==> src/rtl/k_and_s_pkg.sv <==
// Shared types for the K-and-S datapath: instruction decode, ALU operation encodings and flags.
package k_and_s_pkg;

    typedef enum logic [3:0] {
        I_NOP, I_BRANCH, I_BZERO, I_BNZERO, I_BNEG, I_BNNEG, I_BOV, I_BNOV,
        I_LOAD, I_STORE, I_MOVE, I_ADD, I_SUB, I_AND, I_OR, I_HALT
    } decoded_instruction_type;

    typedef enum logic [1:0] {
        ALU_ADD = 2'b00,
        ALU_SUB = 2'b01,
        ALU_AND = 2'b10,
        ALU_OR  = 2'b11
    } alu_op_t;

    typedef struct packed {
        logic zero;
        logic neg;
        logic unsigned_ov;
        logic signed_ov;
    } flags_t;

    localparam logic [7:0] OP_NOP    = 8'h00;
    localparam logic [7:0] OP_BRANCH = 8'h01;
    localparam logic [7:0] OP_BZERO  = 8'h02;
    localparam logic [7:0] OP_BNZERO = 8'h03;
    localparam logic [7:0] OP_BNEG   = 8'h04;
    localparam logic [7:0] OP_BNNEG  = 8'h05;
    localparam logic [7:0] OP_BOV    = 8'h06;
    localparam logic [7:0] OP_BNOV   = 8'h07;
    localparam logic [7:0] OP_LOAD   = 8'h81;
    localparam logic [7:0] OP_STORE  = 8'h82;
    localparam logic [7:0] OP_MOVE   = 8'h83;
    localparam logic [7:0] OP_ADD    = 8'hA1;
    localparam logic [7:0] OP_SUB    = 8'hA2;
    localparam logic [7:0] OP_AND    = 8'hA3;
    localparam logic [7:0] OP_OR     = 8'hA4;
    localparam logic [7:0] OP_HALT   = 8'hFF;

    // Unlisted opcodes decode as NOP so a corrupted IR never triggers a side effect.
    function automatic decoded_instruction_type decode_opcode(input logic [7:0] opcode);
        case (opcode)
            OP_BRANCH: return I_BRANCH;
            OP_BZERO:  return I_BZERO;
            OP_BNZERO: return I_BNZERO;
            OP_BNEG:   return I_BNEG;
            OP_BNNEG:  return I_BNNEG;
            OP_BOV:    return I_BOV;
            OP_BNOV:   return I_BNOV;
            OP_LOAD:   return I_LOAD;
            OP_STORE:  return I_STORE;
            OP_MOVE:   return I_MOVE;
            OP_ADD:    return I_ADD;
            OP_SUB:    return I_SUB;
            OP_AND:    return I_AND;
            OP_OR:     return I_OR;
            OP_HALT:   return I_HALT;
            default:   return I_NOP;
        endcase
    endfunction

endpackage

==> src/rtl/ks_alu.sv <==
// Combinational 16-bit ALU: add/sub/and/or with zero, negative, carry/borrow and signed-overflow flags.
module ks_alu
    import k_and_s_pkg::*;
(
    input  logic [15:0] a,
    input  logic [15:0] b,
    input  alu_op_t     op,
    output logic [15:0] result,
    output flags_t      flags
);

    logic [16:0] sum;
    logic [16:0] diff;

    // NOTE: every signal assigned here gets a default first so no path leaves it unassigned (no latch).
    always_comb begin
        sum    = {1'b0, a} + {1'b0, b};
        diff   = {1'b0, a} - {1'b0, b};
        result = '0;
        flags  = '0;
        case (op)
            ALU_ADD: begin
                result            = sum[15:0];
                flags.unsigned_ov = sum[16];
                flags.signed_ov   = (a[15] == b[15]) && (result[15] != a[15]);
            end
            ALU_SUB: begin
                // The 17th bit of the widened difference is the borrow, i.e. a < b unsigned.
                result            = diff[15:0];
                flags.unsigned_ov = diff[16];
                flags.signed_ov   = (a[15] != b[15]) && (result[15] != a[15]);
            end
            ALU_AND: result = a & b;
            ALU_OR:  result = a | b;
        endcase
        flags.zero = (result == 16'h0000);
        flags.neg  = result[15];
    end

endmodule

==> src/rtl/datapath.sv <==
// K-and-S datapath: PC, IR, four-entry register file and flags register around the ks_alu.
module datapath
    import k_and_s_pkg::*;
(
    input  logic                    clk,
    input  logic                    rst,
    input  logic                    branch,
    input  logic                    pc_enable,
    input  logic                    ir_enable,
    input  logic                    write_reg_enable,
    input  logic                    addr_sel,
    input  logic                    c_sel,
    input  logic                    flags_reg_enable,
    input  logic [1:0]              operation,
    input  logic [15:0]             data_in,
    output decoded_instruction_type decoded_instruction,
    output logic                    zero_op,
    output logic                    neg_op,
    output logic                    unsigned_overflow,
    output logic                    signed_overflow,
    output logic [4:0]              ram_addr,
    output logic [15:0]             data_out
);

    logic [4:0]  pc_q, pc_d;
    logic [15:0] ir_q, ir_d;
    logic [15:0] regs_q [4];
    logic [15:0] regs_d [4];
    flags_t      flags_q, flags_d;

    logic [1:0]  dest_sel, a_sel, b_sel;
    logic [15:0] alu_result, write_data;
    flags_t      alu_flags;
    logic        unused_ir_bit;

    assign unused_ir_bit       = ir_q[7];
    assign decoded_instruction = decode_opcode(ir_q[15:8]);

    always_comb begin
        dest_sel = ir_q[5:4];
        a_sel    = ir_q[3:2];
        b_sel    = ir_q[1:0];
        case (decoded_instruction)
            I_LOAD: dest_sel = ir_q[6:5];
            I_MOVE: begin
                // MOVE feeds the source to both operands; the controller picks an op that passes it through.
                dest_sel = ir_q[3:2];
                a_sel    = ir_q[1:0];
            end
            default: ;
        endcase
    end

    ks_alu u_alu (
        .a      (regs_q[a_sel]),
        .b      (regs_q[b_sel]),
        .op     (alu_op_t'(operation)),
        .result (alu_result),
        .flags  (alu_flags)
    );

    assign write_data = c_sel ? data_in : alu_result;
    assign ram_addr   = addr_sel ? ir_q[4:0] : pc_q;
    assign data_out   = regs_q[ir_q[6:5]];

    always_comb begin
        pc_d    = pc_q;
        ir_d    = ir_q;
        regs_d  = regs_q;
        flags_d = flags_q;
        if (pc_enable) pc_d = branch ? ir_q[4:0] : pc_q + 5'd1;
        if (ir_enable) ir_d = data_in;
        if (write_reg_enable) regs_d[dest_sel] = write_data;
        if (flags_reg_enable) flags_d = alu_flags;
    end

    // NOTE: state updates use non-blocking assignments so every flop samples pre-edge values.
    always_ff @(posedge clk or posedge rst) begin
        if (rst) begin
            pc_q    <= '0;
            ir_q    <= '0;
            flags_q <= '0;
            // NOTE: the register file is small and architecturally visible, so each entry is reset.
            for (int i = 0; i < 4; i++) regs_q[i] <= '0;
        end else begin
            pc_q    <= pc_d;
            ir_q    <= ir_d;
            flags_q <= flags_d;
            regs_q  <= regs_d;
        end
    end

    assign zero_op           = flags_q.zero;
    assign neg_op            = flags_q.neg;
    assign unsigned_overflow = flags_q.unsigned_ov;
    assign signed_overflow   = flags_q.signed_ov;

endmodule

==> config.mk <==
export PLATFORM = sky130hd
export DESIGN_NAME = datapath
export DESIGN_NICKNAME = d
export VERILOG_FILES = /design/src/rtl/k_and_s_pkg.sv /design/src/rtl/ks_alu.sv /design/src/rtl/datapath.sv
export SDC_FILE = /design/constraint.sdc
export NUM_CORES = 1
export LEC_CHECK = 0
export CORE_MARGIN = 4
export CORE_UTILIZATION = 41
export DETAILED_ROUTE_END_ITERATION = 10
export DONT_BUFFER_PORTS = 1
export HOLD_SLACK_MARGIN = 0.05
export SYNTH_ARGS = -nofsm -noshare
export SYNTH_HDL_FRONTEND = slang
export SYNTH_SLANG_ARGS = --single-unit
export TNS_END_PERCENT = 20
==> constraint.sdc <==
create_clock -name clk -period 5.5 [get_ports clk]
set_input_delay 0.55 -clock clk [delete_from_list [all_inputs] [get_ports clk]]
set_output_delay 0.55 -clock clk [all_outputs]
set_load 0.01 [all_outputs]
---- Yosys cells after proc, flatten, opt, wreduce, memory -nomap -nowiden ----
Cells that the tools add are included.
storage, ports and cells
  ROM bits ................................ 0
  output and inout bits ................... 29
  memory bits (writable) .................. 0
  bits of input ports ..................... 27
  memories kept ........................... 0
  latch bits .............................. 0
  register bits ........................... 89
operators by class
  multiplexer cells ....................... 20
  shift operators ......................... 0
  add/sub/neg operators ................... 3
  equality and inequality tests ........... 24
  bitwise gates (word level) .............. 6
  reduce and logical (&&, ||, !) cells .... 5
  multipliers ............................. 0
  div/mod/pow operators ................... 0
  $lt $le $gt $ge ......................... 5
operator list
  cell                   count
  $mux W16               8
  $bmux W16 S2           3
  $bwmux W64             1
  $eq A8 B8 Y1 const B   8
  $pmux W16 S4           1
  $pmux W4 S15           1
  $demux W16 S2          1
  $eq A8 B3 Y1 const B   4
  $add A16 B16 Y17       1
  $sub A16 B16 Y17       1
  $and A16 B16 Y16       1
  $eq A8 B2 Y1 const B   2
  $logic_not A16 Y1      1
  $or A16 B16 Y16        1
  $ge A3 B3 Y1 const B   4
  $not A2 Y3             4
  $mux W5                2
  $eq A4 B4 Y1 const B   2
  $eq A8 B1 Y1 const B   1
  $pmux W2 S2            2
  $add A5 B1 Y5 const B  1
  $eq A2 B2 Y1 const B   2
  $logic_and A1 B1 Y1    3
  $lt A3 B1 Y1 const B   1
  other kinds (5)        7

---- Longest topological paths before layout ----
Gate-level depths: netlist of run 1.
  word-level depth ........................ 12
  depth in mapped cells ................... 20

---- Modules after synthesis ----
A second synthesis of run 1 with hierarchy kept.
unflattened totals
  cells, all modules ...................... 822
  area, all modules ....................... 8277.9 µm²
modules (own cells, without submodules)
  module    instances  cells each  area an instance (µm²)
  datapath  1          464         5828.1
  ks_alu    1          358         2449.8

---- Worst setup path after synthesis of run 1 ----
No wires, ideal clock.
  path kind ............................... reg-to-reg
  start ................................... reg ir_q[10]
  end ..................................... reg regs_q[14] (netlist name)
  arrival ................................. 4783 ps
  period minus slack after synthesis ...... 4908 ps
  setup slack ............................. 592 ps
  cell stages (with the launch flop) ...... 20
  data required time ...................... 5375 ps
  setup time .............................. 125 ps
  cells stage by stage .................... dfrtp_1 clkbuf_1 nor4bb_1 nand3_1 mux2i_1 clkbuf_1 buf_2 mux2i_1 inv_1 ha_1 fa_1 nor2_1 o311ai_0 o21a_1 and4b_1 o41ai_1 mux2i_1 nor3_1 mux2_4 mux2_2
between the ends
  cells in the longest elaborated chain, start to end .. 12
RTL lines
  element                                      RTL line           RTL
  start: declaration                           datapath.sv:26     logic [15:0] ir_q, ir_d;
  start signal: assignment                     datapath.sv:87     ir_q <= ir_d;
  $eq A8 B8 Y1 (tied with other cells)         k_and_s_pkg.sv:42  case (opcode)
  $pmux W4 S15 (*)                             k_and_s_pkg.sv:42
  $eq A4 B4 Y1                                 datapath.sv:43     case (decoded_instruction)
  $mux W2                                      datapath.sv:43
  $not A2 Y3 (not written as such)             datapath.sv:55     .a (regs_q[a_sel]),
  $bmux W16 S2                                 datapath.sv:55
  $mux W16 (not written as such) (2 in a row)  datapath.sv:55
  $sub A16 B16 Y17 (tied with other cells)     ks_alu.sv:18       diff = {1'b0, a} - {1'b0, b};
  $pmux W16 S4                                 ks_alu.sv:21       case (op)
  $mux W16                                     datapath.sv:62     assign write_data = c_sel ? data_in : alu_result;
  $bwmux W64 (*)                               datapath.sv:73     if (write_reg_enable) regs_d[dest_sel] = write_data;
  end signal: assignment                       datapath.sv:89     regs_q <= regs_d;
  end: declaration                             datapath.sv:27     logic [15:0] regs_q [4];
Mark *: on every way between the ends. The rest lies on a longest branch, timed or not. The select of a mux whose other input is x is not followed.
A chain may end at the register's enable or synchronous reset.

---- Final worst setup path of run 1 ----
  start ................................... reg ir_q[13]
  end ..................................... reg regs_q[30] (netlist name)
Same word-level chain as after synthesis.

==> results of run 1 <==
## critical path, cell delays in order (launching register included)
cell and delay [ns]:
dfrtp_1 0.50, nor4bb_1 0.33, nand3_1 0.25, mux2i_2 0.22
buf_4 0.36, mux2i_2 0.36, inv_1 0.10, ha_1 0.24
fa_1 0.41, nor2_1 0.17, o311ai_0 0.21, o21a_1 0.27
and4b_1 0.23, o41ai_2 0.44, mux2i_1 0.26, nor3_1 0.13
mux2_4 0.29, mux2_2 0.27
## cells by family after synthesis
family                   share of synthesized area, %
multiplexers                                     28.9
XOR/XNOR                                         1.39
adder cells (fa/ha/maj)                          9.12
AND/OR/NAND/NOR                                  10.7
AO/OA/AOI/OAI                                    15.8
buffers and inverters                            5.01
flip-flops                                       29.1
## per-layer routing
metal	GRT usage, %	routed length [um]
met4	5.70	452
met1	29.6	9460
met5	0	0
met3	4.09	1410
met2	34.8	10400
## synth_stat cells, types with 6 or more instances
| master | count |
|---|---|
| o31ai_1 | 8 |
| nand2_1 | 48 |
| clkbuf_1 | 28 |
| mux4_2 | 33 |
| a211oi_1 | 6 |
| xnor2_1 | 8 |
| and3_1 | 7 |
| nor2b_1 | 9 |
| nor3_1 | 9 |
| buf_2 | 9 |
| nand2b_1 | 16 |
| mux2_2 | 90 |
| o211ai_1 | 6 |
| dfrtp_1 | 88 |
| o21ai_0 | 47 |
| a21o_1 | 6 |
| mux2i_1 | 42 |
| nor2_1 | 33 |
| ha_1 | 52 |
| or3_1 | 6 |
| nand3_1 | 7 |
| inv_1 | 49 |
| a21oi_1 | 44 |
## power by group
| group | total, W | leakage, nW | internal [W] | switching, W |
|---|---|---|---|---|
| logic | 0.00334 | 2.32 | 0.00148 | 0.00186 |
| registers | 0.00118 | 1.06 | 0.000903 | 0.000277 |
| clock network | 0.000634 | 0.152 | 0.000358 | 0.000277 |
| total | 0.00515 | 3.53 | 0.00274 | 0.00241 |
## area by class of cell
| class | count | area, um^2 |
|---|---|---|
| fill | 1671 | 9920 |
| multi-input combinational | 567 | 5030 |
| clock buffer | 9 | 225 |
| tap | 229 | 287 |
| clock inverter | 7 | 77.6 |
| timing repair buffer | 18 | 160 |
| inverter | 50 | 189 |
| sequential | 88 | 2200 |
## stage by stage
| stage | hold WS, ns | worst slack [ns] | instances | instance area (um^2) |
|---|---|---|---|---|
| after CTS | 0.272 | 0.00747 | 965 | 8110 |
| after global routing | 0.270 | 0.00741 | 968 | 8170 |
| after global placement | 0.499 | 0.202 | 949 | 7810 |
| final | 0.280 | 0.334 | 968 | 8170 |
| after detailed placement | 0.522 | 0.0282 | 949 | 7810 |
| after floorplan | 0.481 | 0.592 | 748 | 7570 |
## state kept, by name, summed over array words and instances, names as in the netlist
signal / flops
regs_q: 64
zero_op: 1
neg_op: 1
signed_overflow: 1
ir_q: 15
unsigned_overflow: 1
pc_q: 5
## worst paths after layout
kind,startpoint,endpoint
hold / removal,pc_enable,pc_q[4]
setup / recovery,ir_q[13],regs_q[30]
hold reg to reg,regs_q[20],regs_q[20]
min in group asynchronous,rst,regs_q[27]
setup reg to reg,ir_q[13],regs_q[30]
max in group asynchronous,rst,regs_q[2]
## timing repair
action	CTS	global route
hold endpoints to repair	0	0
setup buffers	0	3
gates resized for setup	0	2
setup endpoints to repair	0	12
==> flow_summary.rst, run 1 <==
.. list-table::
   :header-rows: 1

   * - Metric
     - Value
   * - Maximum clock frequency
     - 194 MHz
   * - Final layout net count
     - 815
   * - Initial antenna violation count
     - 0
   * - Top area cells in the synthesized netlist
     - dfrtp_1 (29%), mux2_2 (13%), mux4_2 (9.8%)
   * - Category of the critical setup timing path
     - reg -> reg
   * - Core region area
     - 18100 um^2
   * - Sum of negative setup slack
     - 0 ns
   * - IO Pins
     - 56
   * - Number of warning messages in the yosys log
     - 0
   * - Area share of the largest cell type after synthesis
     - 29.1%
   * - Flops & latches, synth
     - 88
   * - Worst relative slew slack
     - 24.5%
   * - Final-report max-slew violation count
     - 0
   * - Unique masters post-synth
     - 76
   * - Global-route wire length before repair
     - 34100 um
   * - Number of synthesized flops with an enable pin
     - 0
   * - Critical Path Sink Type
     - register
   * - Post-synthesis sequential area ratio
     - 29.1%
   * - Cell depth of the worst flop-to-flop path
     - 17
   * - Clock latency on the worst-skew pair
     - 0.35 ns
   * - Final period utilization
     - 93.9%
   * - Routed via count divided by cell count
     - 6.23
   * - Mapped Cells
     - 748
   * - Number of endpoints failing setup at the final stage
     - 0
   * - Total chip power
     - 0.00515 W
   * - Antenna Violating Nets Remaining
     - 0
   * - Arrival time of data at the critical path endpoint
     - 5.40 ns
   * - Buffers from clock root to sink, at most
     - 2
   * - Slack of the worst reg-to-reg path
     - 0.33 ns
   * - Number of sinks handled by clock tree synthesis
     - 88
   * - PortBufs
     - 0
   * - CTS Buf Count
     - 9
   * - Unrepaired setup endpoints after global routing
     - no
   * - Drt wl/cell
     - 22.4 um
   * - Starting utilization of the core area
     - 41.9%
   * - Worst Hold Class
     - in -> reg
   * - Worst hold path cell count
     - 1
   * - Overall die area
     - 20700 um^2
   * - FP Rows
     - 49
   * - Max FO, Critical Path
     - 24
   * - Overall die height
     - 144 um
   * - Cts-stage hold buffer count
     - 0
   * - Hold Vio Cnt, Final
     - 0
   * - Fraction of registers with async set/reset
     - 100%
   * - TritonCTS clock tree
     - built
   * - Final weighted congestion in routability-driven placement
     - 0.907
   * - Ratio of total power to cell area
     - 631 nW/um^2
   * - Antenna cells
     - 0
   * - Die width
     - 144 um
   * - Required time worst endpoint
     - 5.73 ns
   * - Cell accounting for the most synthesized area
     - dfrtp_1
   * - H-tree depth
     - 3
   * - Highest-count cells in the layout ignoring fill and taps
     - mux2_2 (90), dfrtp_1 (88), ha_1 (52)
   * - Peak supply drop
     - 0.231 mV
   * - Result of the run
     - finished, final reports clean
   * - Initial DRC count
     - 580
   * - Via count
     - 6033
   * - Post-layout minimum cycle time
     - 5.17 ns
   * - Via count of the first global-routing pass
     - 6038
   * - Most common library cell in the layout ignoring fill and taps
     - mux2_2
   * - Largest net degree at the start of global routing
     - 89
   * - Type of element launching the critical path
     - register
   * - Number of nets in the synthesized netlist
     - 829
   * - Final core utilization
     - 45.2%
   * - Fin Clk Skew
     - 0.00821 ns
   * - Grt total ovfl
     - 0
   * - Area overhead of the layout relative to synthesis
     - 7.90%
   * - Final routed wirelength across all metal layers
     - 21700 um
   * - Detailed Place HPWL
     - 16300 um
   * - Number of search-and-repair iterations in the first detailed-routing pass
     - 6
   * - DRC
     - 0
   * - Worst-path clk slew
     - 0.07 ns
   * - Max-cap violations
     - 0
   * - Static power due to leakage
     - 3.53 nW
   * - Root cell of the clock tree
     - clkbuf_16
   * - Share of post-route cells with drive strength above 1
     - 24.2%
   * - Most frequently used flop master after synthesis
     - dfrtp_1
   * - Total GRT Usage
     - 21.5%
   * - Netlist area before placement
     - 7570 um^2
   * - Transition at the pin with the smallest max-transition slack
     - 1.13 ns
   * - Post-Syn Area per Cell
     - 10.1 um^2
No activity file was read; power rests on OpenSTA's default activity.
==> run 2, diff against run 1 <==
--- a/config.mk
+++ b/config.mk
@@ -6,10 +6,11 @@
 export NUM_CORES = 1
 export LEC_CHECK = 0
 export CORE_MARGIN = 4
-export CORE_UTILIZATION = 41
+export CORE_UTILIZATION = 61
 export DETAILED_ROUTE_END_ITERATION = 10
 export DONT_BUFFER_PORTS = 1
 export HOLD_SLACK_MARGIN = 0.05
+export PLACE_DENSITY = 0.77
 export SYNTH_ARGS = -nofsm -noshare
 export SYNTH_HDL_FRONTEND = slang
 export SYNTH_SLANG_ARGS = --single-unit
==> flow_summary.rst, run 2 (same netlist as run 1, synthesis figures left out) <==
.. list-table::
   :header-rows: 1

   * - Metric
     - Value
   * - Max FO, Critical Path
     - 24
   * - Buffers from clock root to sink, at most
     - 2
   * - Most common library cell in the layout ignoring fill and taps
     - mux2_2
   * - Number of sinks handled by clock tree synthesis
     - 88
   * - Grt total ovfl
     - 0
   * - Ratio of total power to cell area
     - 641 nW/um^2
   * - Slowest cell on the critical path
     - o41ai_1
   * - Reg2Reg Launch Point
     - ir_q[10]
   * - Via count
     - 6200
   * - DR WL met2
     - 9830 um
   * - Routed via count divided by cell count
     - 6.85
   * - Category of the critical setup timing path
     - reg -> reg
   * - Cell class contributing the biggest share of worst-path delay
     - multiplexers
   * - Hold Vio Cnt, Final
     - 0
   * - Final layout net count
     - 814
   * - Peak supply drop
     - 0.314 mV
   * - Core region area
     - 12100 um^2
   * - H-tree depth
     - 3
   * - Final core utilization
     - 67.2%
   * - Worst flop-to-flop path endpoint
     - regs_q[14]
   * - Overall die area
     - 14300 um^2
   * - Number of endpoints failing setup at the final stage
     - 0
   * - Final-report max-slew violation count
     - 0
   * - Result of the run
     - finished, final reports clean
   * - Sum of negative setup slack
     - 0 ns
   * - Type of element launching the critical path
     - register
   * - Clock latency on the worst-skew pair
     - 0.35 ns
   * - WL met3
     - 2090 um
   * - Root cell of the clock tree
     - clkbuf_16
   * - Overall die height
     - 119 um
   * - Power share of the sequential group
     - 23.1%
   * - Total GRT Usage
     - 30.5%
   * - CP most frequent cell
     - mux2i_1
   * - Worst-path clk slew
     - 0.06 ns
   * - Cells along the critical path
     - nor4bb_1, nand3_1, mux2i_2, buf_4, mux2i_1, inv_1, ha_1, fa_1, nor2_1, o311ai_0, o21a_1, and4b_1, o41ai_1, mux2i_1, nor3_1, mux2_4, mux2_2
   * - Post-layout minimum cycle time
     - 5.18 ns
   * - Largest net degree at the start of global routing
     - 89
   * - HP Start
     - pc_enable
   * - Slack of the worst reg-to-reg path
     - 0.32 ns
   * - Worst hold path cell count
     - 1
   * - Longest individual stage delay on the worst path
     - 0.49 ns
   * - CTS Buf Count
     - 9
   * - Placed Cells incl. Taps
     - 886
   * - FP Rows
     - 40
   * - Int Pwr
     - 0.00277 W
   * - DRC
     - 0
   * - Highest-count cells in the layout ignoring fill and taps
     - mux2_2 (90), dfrtp_1 (88), ha_1 (52)
   * - Antenna cells
     - 0
   * - Largest registers
     - regs_q (64), ir_q (15), pc_q (5)
   * - Final weighted congestion in routability-driven placement
     - 0.983
   * - Min-Delay Endpoint
     - pc_q[1]
   * - Cell depth of the worst flop-to-flop path
     - 17
   * - Highest metal layer used by the detailed router
     - met4
   * - Detailed Place HPWL
     - 15400 um
   * - Initial DRC count
     - 732
   * - Initial antenna violation count
     - 0
   * - Final period utilization
     - 94.2%
   * - Die width
     - 119 um
   * - Antenna Violating Nets Remaining
     - 0
   * - Met1 Routed Length
     - 8900 um
   * - Starting utilization of the core area
     - 62.8%
   * - Max-cap violations
     - 0
   * - Share of post-route cells with drive strength above 1
     - 23.7%
   * - Fraction of power consumed by the clock network
     - 12.6%
   * - Static power due to leakage
     - 3.53 nW
   * - Critical Path Sink Type
     - register
   * - Maximum clock frequency
     - 193 MHz
   * - IO Pins
     - 56
   * - Required time worst endpoint
     - 5.73 ns
   * - Global-route wire length before repair
     - 34100 um
   * - Area overhead of the layout relative to synthesis
     - 6.97%
   * - Transition at the pin with the smallest max-transition slack
     - 1.24 ns
   * - Unrepaired setup endpoints after global routing
     - no
   * - Top register by number of flip-flops
     - regs_q
   * - Arrival time of data at the critical path endpoint
     - 5.41 ns
   * - Critical path buffers and inverters
     - 2
   * - Final routed wirelength across all metal layers
     - 21400 um
   * - PortBufs
     - 0
   * - Combinational group share of total power
     - 64.3%
   * - Sw Pwr
     - 0.00242 W
   * - Drt wl/cell
     - 23.6 um
   * - Max reg flops
     - 64
   * - TritonCTS clock tree
     - built
   * - Worst relative slew slack
     - 17.4%
   * - Number of search-and-repair iterations in the first detailed-routing pass
     - 5
   * - Via count of the first global-routing pass
     - 6170
   * - Non-filler cells, final
     - 905
   * - Worst Hold Class
     - in -> reg
   * - Fin Clk Skew
     - 0.00563 ns
   * - Net Sw Frac
     - 46.6%
## run 2: per-layer routing
| metal | vias to the layer above | GRT usage, % |
|---|---|---|
| li1 | 2748 | - |
| met1 | 3086 | 41.3 |
| met2 | 319 | 47.9 |
| met3 | 47 | 7.98 |
| met4 | 0 | 10.3 |
| met5 | - | 0 |
## run 2: final cells by class
class,instances,area [um^2]
multi-input cells,567,5020
well taps,168,210
repair buffers,17,165
flip-flops and latches,88,2200
fillers,935,3960
inverters,50,189
clock inverters,5,81.3
clock buffers,10,229
## run 2: repair_timing
item	4_1_cts	5_1_grt
hold buffers	0	0
setup endpoints to repair	0	9
gates resized for setup	0	1
setup buffers	0	4
## run 2: power by group through the flow
stage | clock [W] | sequential, W | combinational (W)
global placement | 0 | 0.00116 | 0.00316
finish | 0.000655 | 0.00120 | 0.00333
CTS | 0.000660 | 0.00118 | 0.00325
floorplan | 0 | 0.00108 | 0.00255
global route | 0.000690 | 0.00123 | 0.00364
detailed placement | 0 | 0.00119 | 0.00323
## run 2: how the worst max path moves through the flow
stage	startpoint	endpoint	slack [ns]	cells after the start
2_1_floorplan	ir_q[10]	regs_q[14]	0.59	19
3_3_place_gp	ir_q[11]	zero_op	0.41	17
3_5_place_dp	ir_q[11]	zero_op	0.28	17
4_1_cts	ir_q[11]	zero_op	0.23	17
5_1_grt	ir_q[10]	regs_q[14]	0.02	17
6_report	ir_q[10]	regs_q[14]	0.32	17
## run 2: through the flow
| stage | total power (W) | area [um^2] | setup slack (ns) | hold WS (ns) |
|---|---|---|---|---|
| CTS | 0.00509 | 8050 | 0.228 | 0.275 |
| finish | 0.00519 | 8100 | 0.322 | 0.280 |
| floorplan | 0.00363 | 7570 | 0.592 | 0.481 |
| global route | 0.00556 | 8100 | 0.0203 | 0.272 |
| global placement | 0.00431 | 7740 | 0.413 | 0.502 |
| detailed placement | 0.00442 | 7740 | 0.282 | 0.519 |
